==> config.mk <==
export PLATFORM = sky130hd
export DESIGN_NAME = control_pipeline_flat
export DESIGN_NICKNAME = d
export VERILOG_FILES = /design/src/rtl/control_pipeline_pkg.sv /design/src/rtl/control_pipeline_if.sv /design/src/rtl/control_pipeline_stage_reg.sv /design/src/rtl/control_pipeline.sv /design/src/flat_wrapper.sv
export SDC_FILE = /design/constraint.sdc
export NUM_CORES = 1
export LEC_CHECK = 0
export CAP_MARGIN = 20
export CORE_ASPECT_RATIO = 0.9
export CORE_MARGIN = 4
export CORE_UTILIZATION = 40
export DETAILED_ROUTE_END_ITERATION = 16
export PLACE_DENSITY = 0.75
export REMOVE_ABC_BUFFERS = 1
export SETUP_SLACK_MARGIN = 0.02
export SYNTH_ARGS = -nofsm -noshare
export SYNTH_HDL_FRONTEND = slang
export SYNTH_SLANG_ARGS = --single-unit
==> constraint.sdc <==
create_clock -name clk -period 2.28 [get_ports clk]
set_clock_uncertainty 0.05 [all_clocks]
set_input_delay 0.456 -clock clk [delete_from_list [all_inputs] [get_ports clk]]
set_output_delay 0.456 -clock clk [all_outputs]
set_load 0.01 [all_outputs]
==> src/rtl/control_pipeline_pkg.sv <==
`default_nettype none
// ============================================================================
//  Module      : ctrl_pkg
//  Description : Shared widths, bit positions and bubble constants for the
//                decoded control bundles carried by control_pipeline.
//  Revision    : 1.0 - initial release
// ============================================================================
package ctrl_pkg;

  localparam int WB_CTRL_W   = 2;
  localparam int MEM_CTRL_W  = 2;
  localparam int CALC_CTRL_W = 4;

  // writeBackControl = {regWrite, memToReg}
  localparam int REGWRITE_BIT = 1;
  localparam int MEMTOREG_BIT = 0;
  // memAccessControl = {memRead, memWrite}
  localparam int MEMREAD_BIT  = 1;
  localparam int MEMWRITE_BIT = 0;
  // calculationControl = {regDst, aluOp1, aluOp0, aluSrc}
  localparam int REGDST_BIT   = 3;
  localparam int ALUOP1_BIT   = 2;
  localparam int ALUOP0_BIT   = 1;
  localparam int ALUSRC_BIT   = 0;

  localparam logic [WB_CTRL_W-1:0]   WB_BUBBLE   = '0;
  localparam logic [MEM_CTRL_W-1:0]  MEM_BUBBLE  = '0;
  localparam logic [CALC_CTRL_W-1:0] CALC_BUBBLE = '0;

  // Write enables must be a solid 1 to count; X/Z from an unknown opcode
  // collapses to 0 so it can never turn into a register write.
  function automatic logic [WB_CTRL_W-1:0] sanitiseWb(input logic [WB_CTRL_W-1:0] wb);
    logic [WB_CTRL_W-1:0] res;
    res = wb;
    res[REGWRITE_BIT] = (wb[REGWRITE_BIT] === 1'b1);
    return res;
  endfunction

  // Both memory strobes are side-effecting, so both are sanitised.
  function automatic logic [MEM_CTRL_W-1:0] sanitiseMem(input logic [MEM_CTRL_W-1:0] mem);
    logic [MEM_CTRL_W-1:0] res;
    res = mem;
    res[MEMREAD_BIT]  = (mem[MEMREAD_BIT] === 1'b1);
    res[MEMWRITE_BIT] = (mem[MEMWRITE_BIT] === 1'b1);
    return res;
  endfunction

endpackage
`default_nettype wire

==> src/rtl/control_pipeline_if.sv <==
`default_nettype none
// ============================================================================
//  Module      : control_pipeline_if
//  Description : Decoder-side inputs and stage-register outputs of the
//                control pipeline. master = decoder/datapath, slave = pipeline.
//  Revision    : 1.0 - initial release
// ============================================================================
interface control_pipeline_if #(
  parameter int REG_ADDR_WIDTH     = 5,
  parameter int BUBBLE_COUNT_WIDTH = 16
);
  import ctrl_pkg::*;

  // ID stage
  logic                          idValid;
  logic [WB_CTRL_W-1:0]          writeBackControl;
  logic [MEM_CTRL_W-1:0]         memAccessControl;
  logic [CALC_CTRL_W-1:0]        calculationControl;
  logic                          branch;
  logic                          stallIn;
  logic [REG_ADDR_WIDTH-1:0]     idRs;
  logic [REG_ADDR_WIDTH-1:0]     idRt;
  // EX stage
  logic                          exValid;
  logic [WB_CTRL_W-1:0]          exWriteBackControl;
  logic [MEM_CTRL_W-1:0]         exMemAccessControl;
  logic [CALC_CTRL_W-1:0]        exCalculationControl;
  logic [REG_ADDR_WIDTH-1:0]     exRt;
  // MEM stage
  logic                          memValid;
  logic [WB_CTRL_W-1:0]          memWriteBackControl;
  logic [MEM_CTRL_W-1:0]         memMemAccessControl;
  // WB stage
  logic                          wbValid;
  logic [WB_CTRL_W-1:0]          wbWriteBackControl;
  // Control back to IF/ID
  logic                          stallOut;
  logic                          flushId;
  logic [BUBBLE_COUNT_WIDTH-1:0] bubbleCount;

  modport master (
    output idValid, writeBackControl, memAccessControl, calculationControl,
           branch, stallIn, idRs, idRt,
    input  exValid, exWriteBackControl, exMemAccessControl, exCalculationControl,
           exRt, memValid, memWriteBackControl, memMemAccessControl,
           wbValid, wbWriteBackControl, stallOut, flushId, bubbleCount
  );

  modport slave (
    input  idValid, writeBackControl, memAccessControl, calculationControl,
           branch, stallIn, idRs, idRt,
    output exValid, exWriteBackControl, exMemAccessControl, exCalculationControl,
           exRt, memValid, memWriteBackControl, memMemAccessControl,
           wbValid, wbWriteBackControl, stallOut, flushId, bubbleCount
  );

endinterface
`default_nettype wire

==> src/rtl/control_pipeline_stage_reg.sv <==
`default_nettype none
// ============================================================================
//  Module      : ctrl_stage_reg
//  Description : One pipeline stage register: payload plus valid bit, with
//                async reset and a bubble-load select. An invalid input is
//                stored as an all-zero payload so no stale control leaks on.
//  Revision    : 1.0 - initial release
// ============================================================================
module ctrl_stage_reg #(
  parameter int WIDTH = 8
) (
  input  wire logic             clk,
  input  wire logic             reset,
  input  wire logic             loadBubble,
  input  wire logic             validIn,
  input  wire logic [WIDTH-1:0] dataIn,
  output logic                  validOut,
  output logic [WIDTH-1:0]      dataOut
);

  // Capture the upstream bundle, or zeros on bubble / empty slot.
  always_ff @(posedge clk or posedge reset) begin
    if (reset) begin
      validOut <= 1'b0;
      dataOut  <= '0;
    end else if (loadBubble || !validIn) begin
      validOut <= 1'b0;
      dataOut  <= '0;
    end else begin
      validOut <= 1'b1;
      dataOut  <= dataIn;
    end
  end

endmodule
`default_nettype wire

==> src/rtl/control_pipeline.sv <==
`default_nettype none
// ============================================================================
//  Module      : control_pipeline
//  Description : Carries decoded control bundles ID -> EX -> MEM -> WB,
//                inserts bubbles on stall, requests IF/ID flush on a taken
//                branch and counts inserted bubbles (saturating).
//                Optional load-use hazard stall: define CTRL_PIPE_HAZARD_EN.
//  Revision    : 1.0 - initial release
// ============================================================================
module control_pipeline #(
  parameter int REG_ADDR_WIDTH     = 5,
  parameter int BUBBLE_COUNT_WIDTH = 16
) (
  input wire logic          clk,
  input wire logic          reset,
  control_pipeline_if.slave bus
);
  import ctrl_pkg::*;

  localparam int EX_W  = WB_CTRL_W + MEM_CTRL_W + CALC_CTRL_W + REG_ADDR_WIDTH;
  localparam int MEM_W = WB_CTRL_W + MEM_CTRL_W;
  localparam int WB_W  = WB_CTRL_W;

  logic                          wHazard;
  logic                          wStall;
  logic [EX_W-1:0]               wExIn;
  logic [EX_W-1:0]               wExOut;
  logic [MEM_W-1:0]              wMemOut;
  logic [WB_W-1:0]               wWbOut;
  logic [BUBBLE_COUNT_WIDTH-1:0] rBubbleCount;

`ifdef CTRL_PIPE_HAZARD_EN
  // Load in EX whose destination feeds the ID instruction: hold for one
  // cycle. The bubble clears exValid, so the stall self-terminates.
  assign wHazard = bus.exValid & bus.exMemAccessControl[MEMREAD_BIT] & bus.idValid &
                   ((bus.exRt == bus.idRs) | (bus.exRt == bus.idRt));
`else
  logic [REG_ADDR_WIDTH-1:0] unusedIdRs;
  assign unusedIdRs = bus.idRs;
  assign wHazard    = 1'b0;
`endif

  assign wStall       = bus.stallIn | wHazard;
  assign bus.stallOut = wStall;
  // A stall holds IF/ID, so a branch waits and re-evaluates afterwards.
  assign bus.flushId  = bus.branch & bus.idValid & ~wStall;

  assign wExIn = {sanitiseWb(bus.writeBackControl), sanitiseMem(bus.memAccessControl),
                  bus.calculationControl, bus.idRt};

  ctrl_stage_reg #(.WIDTH(EX_W)) uExStage (
    .clk        (clk),
    .reset      (reset),
    .loadBubble (wStall),
    .validIn    (bus.idValid),
    .dataIn     (wExIn),
    .validOut   (bus.exValid),
    .dataOut    (wExOut)
  );

  assign {bus.exWriteBackControl, bus.exMemAccessControl,
          bus.exCalculationControl, bus.exRt} = wExOut;

  // Downstream stages always advance, a stall only affects EX.
  ctrl_stage_reg #(.WIDTH(MEM_W)) uMemStage (
    .clk        (clk),
    .reset      (reset),
    .loadBubble (1'b0),
    .validIn    (bus.exValid),
    .dataIn     ({bus.exWriteBackControl, bus.exMemAccessControl}),
    .validOut   (bus.memValid),
    .dataOut    (wMemOut)
  );

  assign {bus.memWriteBackControl, bus.memMemAccessControl} = wMemOut;

  ctrl_stage_reg #(.WIDTH(WB_W)) uWbStage (
    .clk        (clk),
    .reset      (reset),
    .loadBubble (1'b0),
    .validIn    (bus.memValid),
    .dataIn     (bus.memWriteBackControl),
    .validOut   (bus.wbValid),
    .dataOut    (wWbOut)
  );

  assign bus.wbWriteBackControl = wWbOut;

  // Count bubbles that displaced a real instruction; stick at all-ones.
  always_ff @(posedge clk or posedge reset) begin
    if (reset) begin
      rBubbleCount <= '0;
    end else if (wStall && bus.idValid && (rBubbleCount != '1)) begin
      rBubbleCount <= rBubbleCount + BUBBLE_COUNT_WIDTH'(1);
    end
  end

  assign bus.bubbleCount = rBubbleCount;

endmodule
`default_nettype wire

==> src/flat_wrapper.sv <==
// flat-port wrapper written by rule: the top's interface ports become plain ports
module control_pipeline_flat import ctrl_pkg::*;
#(
  parameter int REG_ADDR_WIDTH     = 5,
  parameter int BUBBLE_COUNT_WIDTH = 16
)
  (clk, reset, bus_idValid, bus_writeBackControl, bus_memAccessControl, bus_calculationControl, bus_branch, bus_stallIn, bus_idRs, bus_idRt, bus_exValid, bus_exWriteBackControl, bus_exMemAccessControl, bus_exCalculationControl, bus_exRt, bus_memValid, bus_memWriteBackControl, bus_memMemAccessControl, bus_wbValid, bus_wbWriteBackControl, bus_stallOut, bus_flushId, bus_bubbleCount);
  control_pipeline_if #(.REG_ADDR_WIDTH(REG_ADDR_WIDTH), .BUBBLE_COUNT_WIDTH(BUBBLE_COUNT_WIDTH)) bus_i ();
  input wire logic clk;
  input wire logic reset;
  input wire logic [$bits(bus_i.idValid)-1:0] bus_idValid;
  input wire logic [$bits(bus_i.writeBackControl)-1:0] bus_writeBackControl;
  input wire logic [$bits(bus_i.memAccessControl)-1:0] bus_memAccessControl;
  input wire logic [$bits(bus_i.calculationControl)-1:0] bus_calculationControl;
  input wire logic [$bits(bus_i.branch)-1:0] bus_branch;
  input wire logic [$bits(bus_i.stallIn)-1:0] bus_stallIn;
  input wire logic [$bits(bus_i.idRs)-1:0] bus_idRs;
  input wire logic [$bits(bus_i.idRt)-1:0] bus_idRt;
  output wire logic [$bits(bus_i.exValid)-1:0] bus_exValid;
  output wire logic [$bits(bus_i.exWriteBackControl)-1:0] bus_exWriteBackControl;
  output wire logic [$bits(bus_i.exMemAccessControl)-1:0] bus_exMemAccessControl;
  output wire logic [$bits(bus_i.exCalculationControl)-1:0] bus_exCalculationControl;
  output wire logic [$bits(bus_i.exRt)-1:0] bus_exRt;
  output wire logic [$bits(bus_i.memValid)-1:0] bus_memValid;
  output wire logic [$bits(bus_i.memWriteBackControl)-1:0] bus_memWriteBackControl;
  output wire logic [$bits(bus_i.memMemAccessControl)-1:0] bus_memMemAccessControl;
  output wire logic [$bits(bus_i.wbValid)-1:0] bus_wbValid;
  output wire logic [$bits(bus_i.wbWriteBackControl)-1:0] bus_wbWriteBackControl;
  output wire logic [$bits(bus_i.stallOut)-1:0] bus_stallOut;
  output wire logic [$bits(bus_i.flushId)-1:0] bus_flushId;
  output wire logic [$bits(bus_i.bubbleCount)-1:0] bus_bubbleCount;
  assign bus_i.idValid = bus_idValid;
  assign bus_i.writeBackControl = bus_writeBackControl;
  assign bus_i.memAccessControl = bus_memAccessControl;
  assign bus_i.calculationControl = bus_calculationControl;
  assign bus_i.branch = bus_branch;
  assign bus_i.stallIn = bus_stallIn;
  assign bus_i.idRs = bus_idRs;
  assign bus_i.idRt = bus_idRt;
  assign bus_exValid = bus_i.exValid;
  assign bus_exWriteBackControl = bus_i.exWriteBackControl;
  assign bus_exMemAccessControl = bus_i.exMemAccessControl;
  assign bus_exCalculationControl = bus_i.exCalculationControl;
  assign bus_exRt = bus_i.exRt;
  assign bus_memValid = bus_i.memValid;
  assign bus_memWriteBackControl = bus_i.memWriteBackControl;
  assign bus_memMemAccessControl = bus_i.memMemAccessControl;
  assign bus_wbValid = bus_i.wbValid;
  assign bus_wbWriteBackControl = bus_i.wbWriteBackControl;
  assign bus_stallOut = bus_i.stallOut;
  assign bus_flushId = bus_i.flushId;
  assign bus_bubbleCount = bus_i.bubbleCount;
  control_pipeline #(.REG_ADDR_WIDTH(REG_ADDR_WIDTH), .BUBBLE_COUNT_WIDTH(BUBBLE_COUNT_WIDTH)) u_core (.clk(clk), .reset(reset), .bus(bus_i));
endmodule
==> impl_results.html <==
<table>
<tr><th>Metric</th><th>Value</th></tr>
<tr><th colspan="2">Status</th></tr>
<tr><td>Run status</td><td>finished clean</td></tr>
<tr><th colspan="2">Place</th></tr>
<tr><td>Placed cell count</td><td>228</td></tr>
<tr><td>Worst setup timing slack at the placement stage</td><td>-0.08199 ns</td></tr>
<tr><td>Cell area reported after detailed placement</td><td>0.002182 mm^2</td></tr>
<tr><td>Placer's final routability congestion estimate</td><td>0.8326</td></tr>
<tr><td>I/O Buffers</td><td>57</td></tr>
<tr><td>Detailed-placement wirelength estimate</td><td>2.534 mm</td></tr>
<tr><th colspan="2">Die</th></tr>
<tr><td>DIE HEIGHT</td><td>66.63 um</td></tr>
<tr><td>Floorplan die area</td><td>0.004874 mm^2</td></tr>
<tr><td>Site Rows</td><td>21</td></tr>
<tr><td>Total core area</td><td>0.003705 mm^2</td></tr>
<tr><td>Initial Util</td><td>41.24%</td></tr>
<tr><td>Horiz. Die Dim</td><td>73.15 um</td></tr>
<tr><td>Top-Level Pins</td><td>63</td></tr>
<tr><th colspan="2">Layout</th></tr>
<tr><td>Layout Utilization</td><td>61.63%</td></tr>
<tr><td>Post-route non-filler standard cell count</td><td>236</td></tr>
<tr><td>Layout cell share with drive strength beyond 1</td><td>10.53%</td></tr>
<tr><td># nets final</td><td>213</td></tr>
<tr><td>Area growth, synth to finish</td><td>49.47%</td></tr>
<tr><td>Most frequent standard cell in the layout excluding fill and tap cells</td><td>sky130_fd_sc_hd__clkdlybuf4s50_1</td></tr>
<tr><td>Antenna diode count</td><td>0</td></tr>
<tr><td>Post-route design area</td><td>0.002283 mm^2</td></tr>
<tr><td>Commonest cells after routing, fill and taps aside</td><td>sky130_fd_sc_hd__clkdlybuf4s50_1, sky130_fd_sc_hd__dfrtp_1, sky130_fd_sc_hd__and2_1, sky130_fd_sc_hd__nand3_1</td></tr>
<tr><th colspan="2">Worst setup path</th></tr>
<tr><td>Crit path max-delay family</td><td>buffers and inverters</td></tr>
<tr><td>Most used cell, CP</td><td>sky130_fd_sc_hd__clkdlybuf4s50_1</td></tr>
<tr><td>Depth of the most critical reg-to-reg path</td><td>5</td></tr>
<tr><td>Worst flop-to-flop path startpoint</td><td>u_core.bus.bubbleCount[0]</td></tr>
<tr><td>Critical path type</td><td>in2out</td></tr>
<tr><td>Largest fanout of any net on the critical path</td><td>4</td></tr>
<tr><td>Cell with the largest stage delay on the worst path</td><td>sky130_fd_sc_hd__clkdlybuf4s50_1</td></tr>
<tr><td>Kind of end point of the critical path</td><td>output pin</td></tr>
<tr><td>Crit path launch type</td><td>primary input</td></tr>
<tr><td>Largest stage delay, worst path</td><td>0.54 ns</td></tr>
<tr><td>Data arrival, critical path</td><td>1.68 ns</td></tr>
<tr><td>Worst path required time</td><td>1.77 ns</td></tr>
<tr><td>Buffers &amp; Inverters on Critical Path</td><td>3</td></tr>
<tr><td>Minimum setup slack among reg-to-reg paths</td><td>0.38 ns</td></tr>
<tr><td>Cell chain of the critical path</td><td>clkdlybuf4s50_1 -&gt; buf_4 -&gt; clkdlybuf4s50_1</td></tr>
<tr><td>Endpoint of the most critical register-to-register path</td><td>u_core.bus.bubbleCount[1]</td></tr>
<tr><th colspan="2">GRT</th></tr>
<tr><td>Wire length of the first global-routing pass</td><td>5.319 mm</td></tr>
<tr><td>Pin count of the biggest net entering global routing</td><td>39</td></tr>
<tr><td>Via count of the first global-routing pass</td><td>1172</td></tr>
<tr><td>Antenna violations before repair</td><td>0</td></tr>
<tr><td>Total GRT Usage</td><td>14.68%</td></tr>
<tr><td>Total overflow reported by the global router</td><td>0</td></tr>
<tr><th colspan="2">STA</th></tr>
<tr><td>Worst slew margin relative to its limit</td><td>69.26%</td></tr>
<tr><td>Final max-slew violation count</td><td>0</td></tr>
<tr><td>Top achievable clock speed</td><td>0.4565 GHz</td></tr>
<tr><td>Slew @ Worst Pin</td><td>0.4611 ns</td></tr>
<tr><td>Final WS setup</td><td>0.08941 ns</td></tr>
<tr><td>Number of endpoints with negative hold slack in the final report</td><td>0</td></tr>
<tr><td>Setup violators final</td><td>0</td></tr>
<tr><td>RSZ-0062 raised after global routing</td><td>false</td></tr>
<tr><td>Fin crit period</td><td>2.191 ns</td></tr>
<tr><td>Post-route fraction of the period consumed by the critical path</td><td>96.08%</td></tr>
<tr><th colspan="2">Clock tree</th></tr>
<tr><td>H-tree depth</td><td>2</td></tr>
<tr><td>Buffer count from post-CTS setup fixing</td><td>0</td></tr>
<tr><td>TritonCTS sink count</td><td>38</td></tr>
<tr><td>Root buffer cell</td><td>sky130_fd_sc_hd__clkbuf_8</td></tr>
<tr><td>TritonCTS clock tree</td><td>done</td></tr>
<tr><td>Maximum clock path buffer count</td><td>2</td></tr>
<tr><td>Post-cts hold buffer count</td><td>0</td></tr>
<tr><td>Number of buffers created by CTS</td><td>5</td></tr>
<tr><td>Worst-skew pair later-pin latency</td><td>0.29 ns</td></tr>
<tr><td>Clock slew at the register clock pins of the worst setup and hold paths</td><td>0.08 ns</td></tr>
<tr><th colspan="2">Routing</th></tr>
<tr><td>Iteration-0 DRC count of the detailed router</td><td>67</td></tr>
<tr><td>Antenna violation net count after detailed routing</td><td>0</td></tr>
<tr><td>First-pass iteration count of the detailed router</td><td>4</td></tr>
<tr><td>Vias per cell</td><td>4.788</td></tr>
<tr><td>Average routed wire per standard cell</td><td>13.58 um</td></tr>
<tr><td>Drt drc</td><td>0</td></tr>
<tr><td>DR vias</td><td>1130</td></tr>
<tr><td>Wire length after detailed routing</td><td>3.206 mm</td></tr>
<tr><th colspan="2">Power</th></tr>
<tr><td>Static leakage power</td><td>1.029 nW</td></tr>
<tr><td>Total Power</td><td>0.001656 W</td></tr>
<tr><td>Cell Pwr Density</td><td>725.3 mW/mm^2</td></tr>
<tr><td>Maximum ir drop on the vdd rail</td><td>0.0004209 V</td></tr>
<tr><th colspan="2">Synthesis</th></tr>
<tr><td>Post-synthesis xor/xnor area fraction</td><td>7.453%</td></tr>
<tr><td>Number of instances in the synthesized netlist</td><td>122</td></tr>
<tr><td>Multiplexer share of the synthesized area</td><td>1.638%</td></tr>
<tr><td>Sequential cell area fraction in the yosys report</td><td>62.24%</td></tr>
<tr><td>Count of unique library cells instantiated by Yosys</td><td>27</td></tr>
<tr><td>Netlist area before placement</td><td>0.001528 mm^2</td></tr>
<tr><td>Post-Synth Adder-Cell Area</td><td>0.8190%</td></tr>
<tr><td>Mean area per synthesized cell</td><td>12.52 um^2</td></tr>
<tr><td>Simple-gate share of the synthesized area</td><td>25.88%</td></tr>
<tr><td>Combinational family with the most area after synthesis</td><td>simple AND/OR/NAND/NOR gates</td></tr>
<tr><td>Synthesized flop and latch total</td><td>38</td></tr>
<tr><td>Synth Area in Compound Gates</td><td>0.4914%</td></tr>
<tr><td>Number of synthesis warnings</td><td>0</td></tr>
<tr><th colspan="2">Min path</th></tr>
<tr><td>Number of cells on the worst hold path</td><td>0</td></tr>
<tr><td>End of the worst hold path</td><td>u_core.uWbStage.validOut</td></tr>
<tr><td>Worst Min Path Start</td><td>u_core.uMemStage.validOut</td></tr>
<tr><td>Worst min-delay path class</td><td>reg2reg</td></tr>
<tr><th colspan="2">Job</th></tr>
<tr><td>Maximum Capacitance Violations</td><td>0</td></tr>
</table>
[Yosys cell counts (all sizes together)]
library cell | n | area share, %
xnor2 | 7 | 4.0
nand2 | 7 | 1.7
nor2 | 5 | 1.4
nand3 | 10 | 3.3
mux2 | 1 | 0.98
mux2i | 1 | 0.66
buf | 1 | 0.49
nor4 | 4 | 3.0
clkbuf | 1 | 0.25
dfrtp | 38 | 62
xor2 | 6 | 3.4
or4 | 1 | 0.49
nand4b | 2 | 1.1
nor3 | 3 | 0.98
nand4 | 6 | 3.8
and4 | 1 | 0.57
nor2b | 1 | 0.41
ha | 1 | 0.82
o21a | 1 | 0.49
inv | 3 | 0.74
and3 | 2 | 0.82
and2 | 20 | 8.2
[routing by layer]
layer  wire [um]  track usage, %  up-vias
met5           0               0        -
met4          52           6.912        0
met3         262           5.279        4
met2        1627           25.11       44
met1        1263           16.06      534
li1            -               -      548
[timing repair]
| action | in CTS | in global routing |
|---|---|---|
| resized for setup | 3 | 0 |
| endpoints found under the setup margin | 1 | 0 |
| endpoints found under the hold margin | 0 | 0 |
[stage by stage]
| step | hold WS (ns) | setup TNS (ns) |
|---|---|---|
| after CTS | 0.3826 | 0 |
| after global routing | 0.4094 | 0 |
| after global placement | 0.3524 | -0.09710 |
| final | 0.3749 | 0 |
| after detailed placement | 0.3713 | -0.08199 |
| after floorplan | 0.3892 | 0 |
[registers in the layout (all words and copies together), names as in the netlist]
name and flops:
u_core.uWbStage.validOut 1, u_core.uMemStage.validOut 1, u_core.uMemStage.dataOut 4, u_core.uExStage.validOut 1, u_core.uExStage.dataOut 13, u_core.uWbStage.dataOut 2, u_core.bus.bubbleCount 16
[how the worst max path moves through the flow]
stage,from,end,cells after the start
6_report,bus_stallIn,bus_stallOut,3
4_1_cts,bus_stallIn,bus_stallOut,3
3_3_place_gp,bus_idValid,bus_flushId,4
3_5_place_dp,bus_idValid,bus_flushId,4
5_1_grt,bus_stallIn,bus_stallOut,3
2_1_floorplan,u_core.bus.bubbleCount[0],u_core.bus.bubbleCount[1],5
[where the power goes]
| part | internal, W | switching (W) |
|---|---|---|
| registers | 0.000742 | 0.0000992 |
| clock network | 0.000243 | 0.000223 |
| logic | 0.000209 | 0.000139 |
[kinds of logic (layout without fill, tap and decap cells)]
| family | after synthesis | after routing |
|---|---|---|
| flops | 38 | 38 |
| xor+xnor | 13 | 13 |
| simple gates | 62 | 62 |
| mux | 2 | 2 |
| compound gates | 1 | 1 |
| buf+inv | 5 | 73 |
| fa+ha+maj | 1 | 1 |
[cell type report]
| type | instances | area [um^2] |
|---|---|---|
| sequential | 38 | 950.9 |
| multi-input combinational | 79 | 561.8 |
| timing repair buffer | 62 | 606.8 |
| fill | 312 | 1421 |
| clock buffer | 6 | 82.58 |
| tap | 46 | 57.56 |
| clock inverter | 2 | 12.51 |
| inverter | 3 | 11.26 |
No activity file was read; power rests on OpenSTA's default activity.
